`src/rtl/if_pc_redirect_if.sv`:
```
// Instruction-memory fetch bus between the PC controller and the instruction store.
// The PC controller drives the address. The memory answers combinationally in the same cycle.
interface if_pc_redirect_if;
    logic [31:0] imem_addr;
    logic [31:0] imem_rdata;

    modport master (output imem_addr, input imem_rdata);
    modport slave  (input imem_addr, output imem_rdata);
endinterface

```
`src/rtl/if_pc_redirect.sv`:
```
// Fetch-stage PC controller with IF/ID pipeline register.
// It redirects fetch on a taken EX-stage control transfer and squashes the
// wrong-path IF and ID slots (2-bubble penalty).
module if_pc_redirect #(
    parameter logic [31:0] RESET_PC = 32'h0000_0000,
    parameter logic [31:0] NOP_IR   = 32'h0000_0013
) (
    input  logic                    clk,
    input  logic                    rst_n,
    input  logic                    cond_stage,
    input  logic [31:0]             HAZ_OUT,
    input  logic                    stall,
    if_pc_redirect_if.master        imem,
    output logic [31:0]             IF_ID_IR,
    output logic [31:0]             IF_ID_PC,
    output logic [31:0]             IF_ID_NPC,
    output logic                    IF_ID_valid,
    output logic                    flush_id_ex,
    output logic                    misalign_err,
    output logic [15:0]             taken_cnt
);

    typedef enum logic [1:0] {
        BOOT     = 2'd0,
        RUN      = 2'd1,
        REDIRECT = 2'd2
    } state_t;

    state_t      state_q, state_d;
    logic [31:0] pc_q, pc_d;
    logic [31:0] ir_q, ir_d;
    logic [31:0] id_pc_q, id_pc_d;
    logic [31:0] id_npc_q, id_npc_d;
    logic        valid_q, valid_d;
    logic        misalign_q, misalign_d;
    logic [15:0] taken_q, taken_d;

    // Next-state and next-register values, evaluated in per-edge priority order.
    always_comb begin
        // NOTE: every signal gets a hold value first, so no path through the
        // priority chain leaves one unassigned. This prevents latch inference.
        state_d    = state_q;
        pc_d       = pc_q;
        ir_d       = ir_q;
        id_pc_d    = id_pc_q;
        id_npc_d   = id_npc_q;
        valid_d    = valid_q;
        misalign_d = misalign_q;
        taken_d    = taken_q;

        unique case (state_q)
            BOOT:     state_d = RUN;
            RUN:      state_d = cond_stage ? REDIRECT : RUN;
            REDIRECT: state_d = cond_stage ? REDIRECT : RUN;
            default:  state_d = BOOT;
        endcase

        if (cond_stage) begin
            // The redirect beats a stall: the stalled instruction is wrong-path anyway.
            pc_d    = {HAZ_OUT[31:1], 1'b0};
            ir_d    = NOP_IR;
            valid_d = 1'b0;
            if (HAZ_OUT[1]) begin
                misalign_d = 1'b1;
            end
            if (taken_q != 16'hFFFF) begin
                taken_d = taken_q + 16'd1;
            end
        end else if (stall) begin
            // Load-use hold: PC and IF/ID keep their values.
        end else if (state_q == BOOT) begin
            // First cycle after reset: PC is presented, IF/ID keeps the bubble.
        end else begin
            ir_d     = imem.imem_rdata;
            id_pc_d  = pc_q;
            id_npc_d = pc_q + 32'd4;
            valid_d  = 1'b1;
            pc_d     = pc_q + 32'd4;
        end
    end

    // State register with synchronous active-low reset.
    always_ff @(posedge clk) begin
        // NOTE: sequential state uses non-blocking assignments, so every flop
        // samples the pre-edge values and the update order does not matter.
        if (!rst_n) begin
            state_q    <= BOOT;
            pc_q       <= RESET_PC;
            ir_q       <= NOP_IR;
            id_pc_q    <= 32'd0;
            id_npc_q   <= 32'd0;
            valid_q    <= 1'b0;
            misalign_q <= 1'b0;
            taken_q    <= 16'd0;
        end else begin
            state_q    <= state_d;
            pc_q       <= pc_d;
            ir_q       <= ir_d;
            id_pc_q    <= id_pc_d;
            id_npc_q   <= id_npc_d;
            valid_q    <= valid_d;
            misalign_q <= misalign_d;
            taken_q    <= taken_d;
        end
    end

    assign imem.imem_addr = pc_q;
    assign IF_ID_IR       = ir_q;
    assign IF_ID_PC       = id_pc_q;
    assign IF_ID_NPC      = id_npc_q;
    assign IF_ID_valid    = valid_q;
    assign misalign_err   = misalign_q;
    assign taken_cnt      = taken_q;
    assign flush_id_ex    = rst_n & cond_stage;

endmodule

```
`src/flat_wrapper.sv`:
```
// flat-port wrapper written by rule: the top's interface ports become plain ports
module if_pc_redirect_flat 
#(
    parameter logic [31:0] RESET_PC = 32'h0000_0000,
    parameter logic [31:0] NOP_IR   = 32'h0000_0013
)
  (clk, rst_n, cond_stage, HAZ_OUT, stall, IF_ID_IR, IF_ID_PC, IF_ID_NPC, IF_ID_valid, flush_id_ex, misalign_err, taken_cnt, imem_imem_addr, imem_imem_rdata);
  if_pc_redirect_if imem_i ();
  input  logic clk;
  input  logic rst_n;
  input  logic cond_stage;
  input  logic [31:0] HAZ_OUT;
  input  logic stall;
  output logic [31:0] IF_ID_IR;
  output logic [31:0] IF_ID_PC;
  output logic [31:0] IF_ID_NPC;
  output logic IF_ID_valid;
  output logic flush_id_ex;
  output logic misalign_err;
  output logic [15:0] taken_cnt;
  output wire logic [$bits(imem_i.imem_addr)-1:0] imem_imem_addr;
  input wire logic [$bits(imem_i.imem_rdata)-1:0] imem_imem_rdata;
  assign imem_imem_addr = imem_i.imem_addr;
  assign imem_i.imem_rdata = imem_imem_rdata;
  if_pc_redirect #(.RESET_PC(RESET_PC), .NOP_IR(NOP_IR)) u_core (.clk(clk), .rst_n(rst_n), .cond_stage(cond_stage), .HAZ_OUT(HAZ_OUT), .stall(stall), .imem(imem_i), .IF_ID_IR(IF_ID_IR), .IF_ID_PC(IF_ID_PC), .IF_ID_NPC(IF_ID_NPC), .IF_ID_valid(IF_ID_valid), .flush_id_ex(flush_id_ex), .misalign_err(misalign_err), .taken_cnt(taken_cnt));
endmodule
```
`config.mk`:
```
export PLATFORM = sky130hd
export DESIGN_NAME = if_pc_redirect_flat
export DESIGN_NICKNAME = d
export VERILOG_FILES = /design/src/rtl/if_pc_redirect_if.sv /design/src/rtl/if_pc_redirect.sv /design/src/flat_wrapper.sv
export SDC_FILE = /design/constraint.sdc
export NUM_CORES = 1
export LEC_CHECK = 0
export ABC_AREA = 1
export BUFFER_PORTS_ARGS = -buffer_cell sky130_fd_sc_hd__buf_2
export CELL_PAD_IN_SITES_DETAIL_PLACEMENT = 0
export CELL_PAD_IN_SITES_GLOBAL_PLACEMENT = 1
export CORE_UTILIZATION = 38
export CTS_CLUSTER_DIAMETER = 100
export CTS_CLUSTER_SIZE = 10
export DETAILED_ROUTE_END_ITERATION = 7
export GPL_TIMING_DRIVEN = 1
export PLACE_DENSITY = 0.84
export RECOVER_POWER = 50
export SLEW_MARGIN = 20
export SYNTH_ARGS = -nofsm -noshare
export SYNTH_HDL_FRONTEND = slang
export SYNTH_SLANG_ARGS = --single-unit
```
`constraint.sdc`:
```
create_clock -name clk -period 2.5 [get_ports clk]
set_input_delay 0.25 -clock clk [delete_from_list [all_inputs] [get_ports clk]]
set_output_delay 0.25 -clock clk [all_outputs]
set_load 0.01 [all_outputs]
```
==> results.sh, run 1 <==
export IMPL_clkTransAtPathRegs_ns=0.06
export IMPL_synth_area_top_cells="dfxtp_1, nand2_1, nor2_1"
export IMPL_drv_slew=80
export IMPL_hpwl_um=12620
export IMPL_cts_sinks=144
export IMPL_arrival_ns=2.11
export IMPL_yosys_register_bits=144
export IMPL_antenna_found_initial=0
export IMPL_synth_top_area_cell="dfxtp_1"
export IMPL_slowest_stage="inv_2"
export IMPL_dpl_cell_area_mm2=0.007552
export IMPL_worst_path_buf_inv=3
export IMPL_worstPathRequired_ns=2.71
export IMPL_die_w_um=131.5
export IMPL_min_delay_start="imem_imem_rdata[0]"
export IMPL_nNetsFinal=1158
export IMPL_ctsHtreeMaxLevel=4
export IMPL_dr_pass1_iters=5
export IMPL_peakVddDrop_mv=0.4592
export IMPL_grt_start_max_net_pins=80
export IMPL_insertion_delay_ns=0.42
export IMPL_hold_path_class="primary input to flip-flop"
export IMPL_synthCells=891
export IMPL_first_iter_violations=246
export IMPL_hold_violations=0
export IMPL_skew_ns=0.01053
export IMPL_drv_cap=1
export IMPL_drcViolationCount=0
export IMPL_place_gp_congestion=0.7996
export IMPL_reg2reg_from="u_core.state_q[0]$_SDFF_PN0_"
export IMPL_violations="max-capacitance violations, max-slew violations"
export IMPL_yosys_warnings=0
export IMPL_cts_hold_buffers=0
export IMPL_final_common_cell="nand2_1"
export IMPL_cts_tree="yes"
export IMPL_fin_area_mm2=0.007964
export IMPL_cts_made_buffers=17
export IMPL_port_buffers=210
export IMPL_rows=46
export IMPL_floorplan_initialDensity=0.3953
export IMPL_track_usage=0.2139
export IMPL_clock_fmax_ghz=0.5267
export IMPL_crit_fanout=45
export IMPL_final_cell_mix="nand2_1, dfxtp_1, clkbuf_1"
export IMPL_criticalPathCategory="flip-flop to flip-flop"
export IMPL_grt_pass1_vias=5630
export IMPL_drtAntennaViolNets=0
export IMPL_cp_end_kind="flip-flop"
export IMPL_routedWlPerCell_um=14.01
export IMPL_grt_first_pass_wirelength_um=29530
export IMPL_ioPinCount=215
export IMPL_fin_setup_tns_ns=0
export IMPL_critPathTopFamily="buffers and inverters"
export IMPL_ctsResizeCount=0
export IMPL_via_count=6214
export IMPL_grt_overflow_total=0
export IMPL_ys_seq_area_frac=0.4525
export IMPL_status="finished, violations left"
export IMPL_worst_pin_slew_ns=1.753
export IMPL_core_mm2=0.01612
export IMPL_rsz0062_at_grt="no"
export IMPL_postSynth_asyncResetShare=0
export IMPL_synth_edf_count=0
export IMPL_area_growth_pct=25.00
export IMPL_fp_dieArea_mm2=0.01729
export IMPL_p_leak_nw=3.211
export IMPL_maxSlewHeadroom=-0.1686
export IMPL_period_share=0.7595
export IMPL_synth_cell_types=31
export IMPL_avgSynthCellArea_um2=7.151
export IMPL_crit_path_start_kind="flip-flop"
export IMPL_cts_buffer_depth=2
export IMPL_viasPerCell=4.725
export IMPL_finalCriticalPeriod_ns=1.899
export IMPL_final_layout_size_suffix_gt1_frac=0.1310
export IMPL_synthFlopType="dfxtp_1"
export IMPL_powerDensity_mw_per_mm2=723.7
export IMPL_diodes=0
export IMPL_crit_path_start="u_core.state_q[0]$_SDFF_PN0_"
export IMPL_die_h_um=131.5
export IMPL_setup_viol=0
export IMPL_slowest_delay_ns=0.62
export IMPL_filler_cell_count=1714
export IMPL_totalWireLength_um=18430
export IMPL_yosysTopAreaCellShare=0.4525
export IMPL_root_buffer="clkbuf_16"
export IMPL_post_cts_setup_buffers=0
export IMPL_cp_cell_sequence="inv_1, ha_1, nor2_4, inv_2, nor2_4, inv_2, nor2_1, a21oi_1, a21oi_1"
export IMPL_syn_area_mm2=0.006371
## tightest hold or removal path: stages
cell     delay [ns]
buf_2          0.07
nand2_1        0.04
nand3_1        0.06
## sequential cells by signal, indices dropped and copies added (netlist names)
register	flops
u_core.imem.imem_addr	31
u_core.misalign_err	1
u_core.IF_ID_valid	1
u_core.taken_cnt	16
u_core.state_q	2
u_core.IF_ID_NPC	31
u_core.IF_ID_PC	30
u_core.IF_ID_IR	32
## per-layer routing
layer	vias to the layer above	track usage	wire length [um]
met5	-	0	0
met4	0	0.07494	247
met3	23	0.05015	900
met2	163	0.3298	8196
met1	2805	0.2902	9082
li1	3223	-	-
## cells in the mapped netlist (9+ instances only)
master and n:
inv_1 70, nand3_1 27, a21oi_1 86, nand2_1 234, buf_2 11, dfxtp_1 144, nor2_4 13, clkbuf_1 25
xor2_1 16, nor2_1 122, o21ai_0 75, a31oi_1 9
## area by class of cell
class / instances / area [um^2] / share of cell area
flip-flops and latches: 144 / 2883 / 0.3620
inverters: 74 / 277.8 / 0.03488
well taps: 216 / 270.3 / 0.03394
clock buffers: 20 / 456.7 / 0.05734
repair buffers: 218 / 944.7 / 0.1186
clock inverters: 12 / 133.9 / 0.01681
multi-input cells: 631 / 2998 / 0.3764
## logic make-up (layout without fill, tap and decap cells)
family	after synthesis	after routing	share of synthesized area
XOR/XNOR	21	21	0.02887
flip-flops	144	144	0.4525
buffers and inverters	118	324	0.07816
AO/OA/AOI/OAI	182	182	0.1508
AND/OR/NAND/NOR	421	421	0.2812
adder cells (fa/ha/maj)	4	4	0.007856
other	1	3	0.0005886
## through the flow
| stage | hold slack (ns) | total power [mW] | setup slack, ns | std cells | util |
|---|---|---|---|---|---|
| after global routing | 0.04307 | 6.027 | 0.3463 | 1315 | 0.4942 |
| final | 0.04541 | 5.764 | 0.6014 | 1315 | 0.4942 |
| after detailed placement | 0.4394 | 3.311 | 0.5987 | 1283 | 0.4686 |
| after floorplan | 0.3762 | 3.014 | 0.8733 | 893 | - |
| after global placement | 0.4306 | 3.308 | 0.6282 | 1283 | 0.4686 |
| after CTS | 0.02766 | 5.859 | 0.5894 | 1315 | 0.5053 |
## final timing paths
kind | to | slack (ns) | cells after the start
setup / recovery | u_core.imem.imem_addr[2]$_SDFFE_PN0P_ | 0.60 | 9
hold / removal | u_core.IF_ID_IR[0]$_SDFFE_PP1P_ | 0.05 | 3
setup reg to reg | u_core.imem.imem_addr[2]$_SDFFE_PN0P_ | 0.60 | 9
hold reg to reg | u_core.misalign_err$_SDFFE_PN0P_ | 0.45 | 2
## power by group
part | total [mW] | internal (mW) | leakage (nW) | switching (mW)
combinational | 0.693 | 0.229 | 1.76 | 0.465
sequential | 2.53 | 2.43 | 1.17 | 0.105
clock | 2.54 | 1.52 | 0.275 | 1.01
total | 5.76 | 4.18 | 3.21 | 1.58
No activity file was read; power rests on OpenSTA's default activity.
==> inputs of run 2 (changes only) <==
--- a/config.mk
+++ b/config.mk
@@ -5,16 +5,16 @@
 export SDC_FILE = /design/constraint.sdc
 export NUM_CORES = 1
 export LEC_CHECK = 0
-export ABC_AREA = 1
+export ABC_AREA = 0
 export BUFFER_PORTS_ARGS = -buffer_cell sky130_fd_sc_hd__buf_2
 export CELL_PAD_IN_SITES_DETAIL_PLACEMENT = 0
 export CELL_PAD_IN_SITES_GLOBAL_PLACEMENT = 1
-export CORE_UTILIZATION = 38
+export CORE_UTILIZATION = 36
 export CTS_CLUSTER_DIAMETER = 100
 export CTS_CLUSTER_SIZE = 10
 export DETAILED_ROUTE_END_ITERATION = 7
 export GPL_TIMING_DRIVEN = 1
-export PLACE_DENSITY = 0.84
+export PLACE_DENSITY = 0.78
 export RECOVER_POWER = 50
 export SLEW_MARGIN = 20
 export SYNTH_ARGS = -nofsm -noshare
==> constraint.sdc (replaced) <==
create_clock -name clk -period 1.81 [get_ports clk]
set_input_delay 0.181 -clock clk [delete_from_list [all_inputs] [get_ports clk]]
set_output_delay 0.181 -clock clk [all_outputs]
set_load 0.01 [all_outputs]
==> run 2 against run 1 <==
Effect of this change:
- the run ends with negative setup slack left
- flip-flop and latch count is the same
- first-iteration DRC count up 5.7%
- utilization increased by 3.6 points
- wire length up 7.4%
- register-to-register slack got worse by 0.61 ns
- power rose by 47%
- non-clock buffer count increased by 102
- sequential power is 35% higher
- clock power rose by 57%
==> results.sh, run 2 <==
export IMPL_status="finished, violations left"
export IMPL_violations="negative setup slack"
export IMPL_viasPerCell=4.946
export IMPL_via_count=6346
export IMPL_crit_path_start="u_core.state_q[1]$_SDFF_PN0_"
export IMPL_yosysTopAreaCellShare=0.4639
export IMPL_grt_start_max_net_pins=54
export IMPL_totalWireLength_um=19800
export IMPL_skew_ns=0.009212
export IMPL_ioPinCount=215
export IMPL_final_common_cell="nand2_1"
export IMPL_crit_path_start_kind="flip-flop"
export IMPL_ctsHtreeMaxLevel=4
export IMPL_yosysMostFrequentCell="nand2_1"
export IMPL_synthCells=775
export IMPL_synth_edf_count=0
export IMPL_yosys_register_bits=144
export IMPL_clkTransAtPathRegs_ns=0.06
export IMPL_synth_top_family_by_area="simple AND/OR/NAND/NOR gates"
export IMPL_place_gp_congestion=0.7986
export IMPL_criticalPathCategory="flip-flop to flip-flop"
export IMPL_filler_cell_count=1660
export IMPL_cp_cell_sequence="inv_2, ha_4, or2_4, or4_4, nor2_4, xnor2_1, a21oi_1"
export IMPL_ys_seq_area_frac=0.4639
export IMPL_dr_pass1_iters=4
export IMPL_syn_area_mm2=0.006215
export IMPL_drv_slew=0
export IMPL_hold_violations=0
export IMPL_cp_end_kind="flip-flop"
export IMPL_synthFlopType="dfxtp_1"
export IMPL_first_iter_violations=260
export IMPL_ys_top_cells_by_count="nand2_1, dfxtp_1, a21oi_1"
export IMPL_reg2reg_from="u_core.state_q[1]$_SDFF_PN0_"
export IMPL_final_cell_mix="nand2_1, dfxtp_1, clkbuf_1"
export IMPL_worst_path_buf_inv=1
export IMPL_synth_area_top_cells="dfxtp_1, nand2_1, a21oi_1"
export IMPL_core_mm2=0.01670
export IMPL_die_h_um=133.4
export IMPL_power_mw=8.464
export IMPL_period_share=1.002
export IMPL_slowest_stage="or4_4"
export IMPL_final_layout_size_suffix_gt1_frac=0.2203
export IMPL_p_leak_nw=3.339
export IMPL_peakVddDrop_mv=0.6676
export IMPL_fin_setup_tns_ns=-0.007035
export IMPL_largest_reg_flops=32
export IMPL_cts_sinks=144
export IMPL_antenna_found_initial=2
export IMPL_grt_pass1_vias=5954
export IMPL_hold_path_class="primary input to flip-flop"
export IMPL_synth_xor_area_frac=0.09301
export IMPL_yosys_area_share_adder=0.008053
export IMPL_rows=47
export IMPL_regArea_mm2=0.002900
export IMPL_track_usage=0.2204
export IMPL_maxSlewHeadroom=0.2068
export IMPL_powerDensity_mw_per_mm2=955.1
export IMPL_die_w_um=133.4
export IMPL_min_delay_start="imem_imem_rdata[8]"
export IMPL_worst_pin_slew_ns=1.190
export IMPL_fin_area_mm2=0.008862
export IMPL_hpwl_um=13710
export IMPL_yosys_warnings=0
export IMPL_synth_mux_area_frac=0.004832
export IMPL_drcViolationCount=0
export IMPL_nNetsFinal=1121
export IMPL_yosys_area_share_simple=0.2271
export IMPL_synth_compound_area_share=0.1524
export IMPL_postSynth_asyncResetShare=0
export IMPL_finalWorstSetupSlack_ns=-0.003896
export IMPL_area_growth_pct=42.60
export IMPL_grt_first_pass_wirelength_um=30950
export IMPL_cts_tree="yes"
export IMPL_insertion_delay_ns=0.42
export IMPL_finalCriticalPeriod_ns=1.814
export IMPL_slowest_delay_ns=0.61
export IMPL_grt_overflow_total=0
export IMPL_avgSynthCellArea_um2=8.019
export IMPL_cts_buffer_depth=2
export IMPL_drtAntennaViolNets=0
export IMPL_routedWlPerCell_um=15.43
export IMPL_drv_cap=0
export IMPL_cts_made_buffers=17
export IMPL_crit_fanout=4
export IMPL_synth_cell_types=42
export IMPL_dpl_cell_area_mm2=0.007991
export IMPL_port_buffers=210
export IMPL_setup_viol=2
export IMPL_arrival_ns=2.11
export IMPL_floorplan_initialDensity=0.3721
export IMPL_fp_dieArea_mm2=0.01779
export IMPL_pre_cts_ws_ns=-0.06526
export IMPL_synth_top_area_cell="dfxtp_1"
export IMPL_clock_fmax_ghz=0.5513
export IMPL_worstPathRequired_ns=2.10
export IMPL_critPathTopFamily="simple AND/OR/NAND/NOR gates"
export IMPL_root_buffer="clkbuf_16"
export IMPL_rsz0062_at_grt="yes"
export IMPL_whs_ns=0.01446
export IMPL_multi_input_comb_area_mm2=0.003144
[run 2: cell types whose count changed after synthesis, moves of 7 or more]
cell and change:
nand2_1 -76, nor2_1 -67, inv_1 -64, o21ai_0 -34, xnor2_1 +31, a21oi_1 +26
clkbuf_1 +24, nand4_1 +15, xor2_1 +14, a211oi_1 +13, nor2_4 -13, and3_1 +9
a31oi_1 -7, nand2_2 -7
[run 2: layout make-up]
type	instances	share of cell area
antenna	1	0.0002824
clock buffer	17	0.04800
clock inverter	15	0.02711
inverter	7	0.002965
multi-input combinational	559	0.3548
sequential	144	0.3273
tap	220	0.03106
timing repair buffer	320	0.2085
[run 2: where the power goes]
part           internal (mW)  switching, mW  total, mW
Clock                   2.58           1.40       3.98
Combinational          0.450          0.615       1.07
Sequential              3.32         0.0995       3.42
[run 2: kinds of logic after synthesis]
kind of cell             after synthesis
AO/OA/AOI/OAI                        178
XOR/XNOR                              66
adder cells (fa/ha/maj)                4
buffers and inverters                 74
flip-flops                           144
multiplexers                           3
other                                  1
AND/OR/NAND/NOR                      305
[run 2: path summary, 6_finish.rpt]
path                                                                to  cells past startpoint  slack (ns)
worst min-delay path                   u_core.IF_ID_IR[8]$_SDFFE_PP0P_                      3        0.01
worst max register to register  u_core.imem.imem_addr[18]$_SDFFE_PN0P_                      7      -0.004
worst max-delay path            u_core.imem.imem_addr[18]$_SDFFE_PN0P_                      7      -0.004
worst min register to register        u_core.IF_ID_PC[12]$_SDFFE_PN0P_                      2        0.45
[run 2: per-stage QoR]
step	utilization	std cells
2_1_floorplan	-	777
3_3_place_gp	0.4785	1217
4_1_cts	0.5378	1279
6_report	0.5306	1283
5_1_grt	0.5305	1282
3_5_place_dp	0.4785	1217
[run 2: routing by layer]
metal | up-vias | track usage | share of wire
met2 | 189 | 0.3458 | 0.46
met1 | 2961 | 0.2892 | 0.47
met4 | 2 | 0.07008 | 0.011
met5 | - | 0 | 0.00086
met3 | 19 | 0.06583 | 0.064
li1 | 3175 | - | -
[run 2: timing repair]
action	in CTS	in global routing
hold buffers	30	0
setup endpoints to repair	7	32
gates resized for setup	6	13
endpoints found under the hold margin	30	0
setup buffers	0	2
gates cloned	0	1
pin swaps	1	9
[run 2: worst reg2reg max path: cells and delay by family, from the launching register on]
family | cells | cell delay (ns)
fa+ha+maj | 1 | 0.15
flops | 1 | 0.33
compound gates | 1 | 0.09
xor+xnor | 1 | 0.13
buf+inv | 1 | 0.05
simple gates | 3 | 0.94
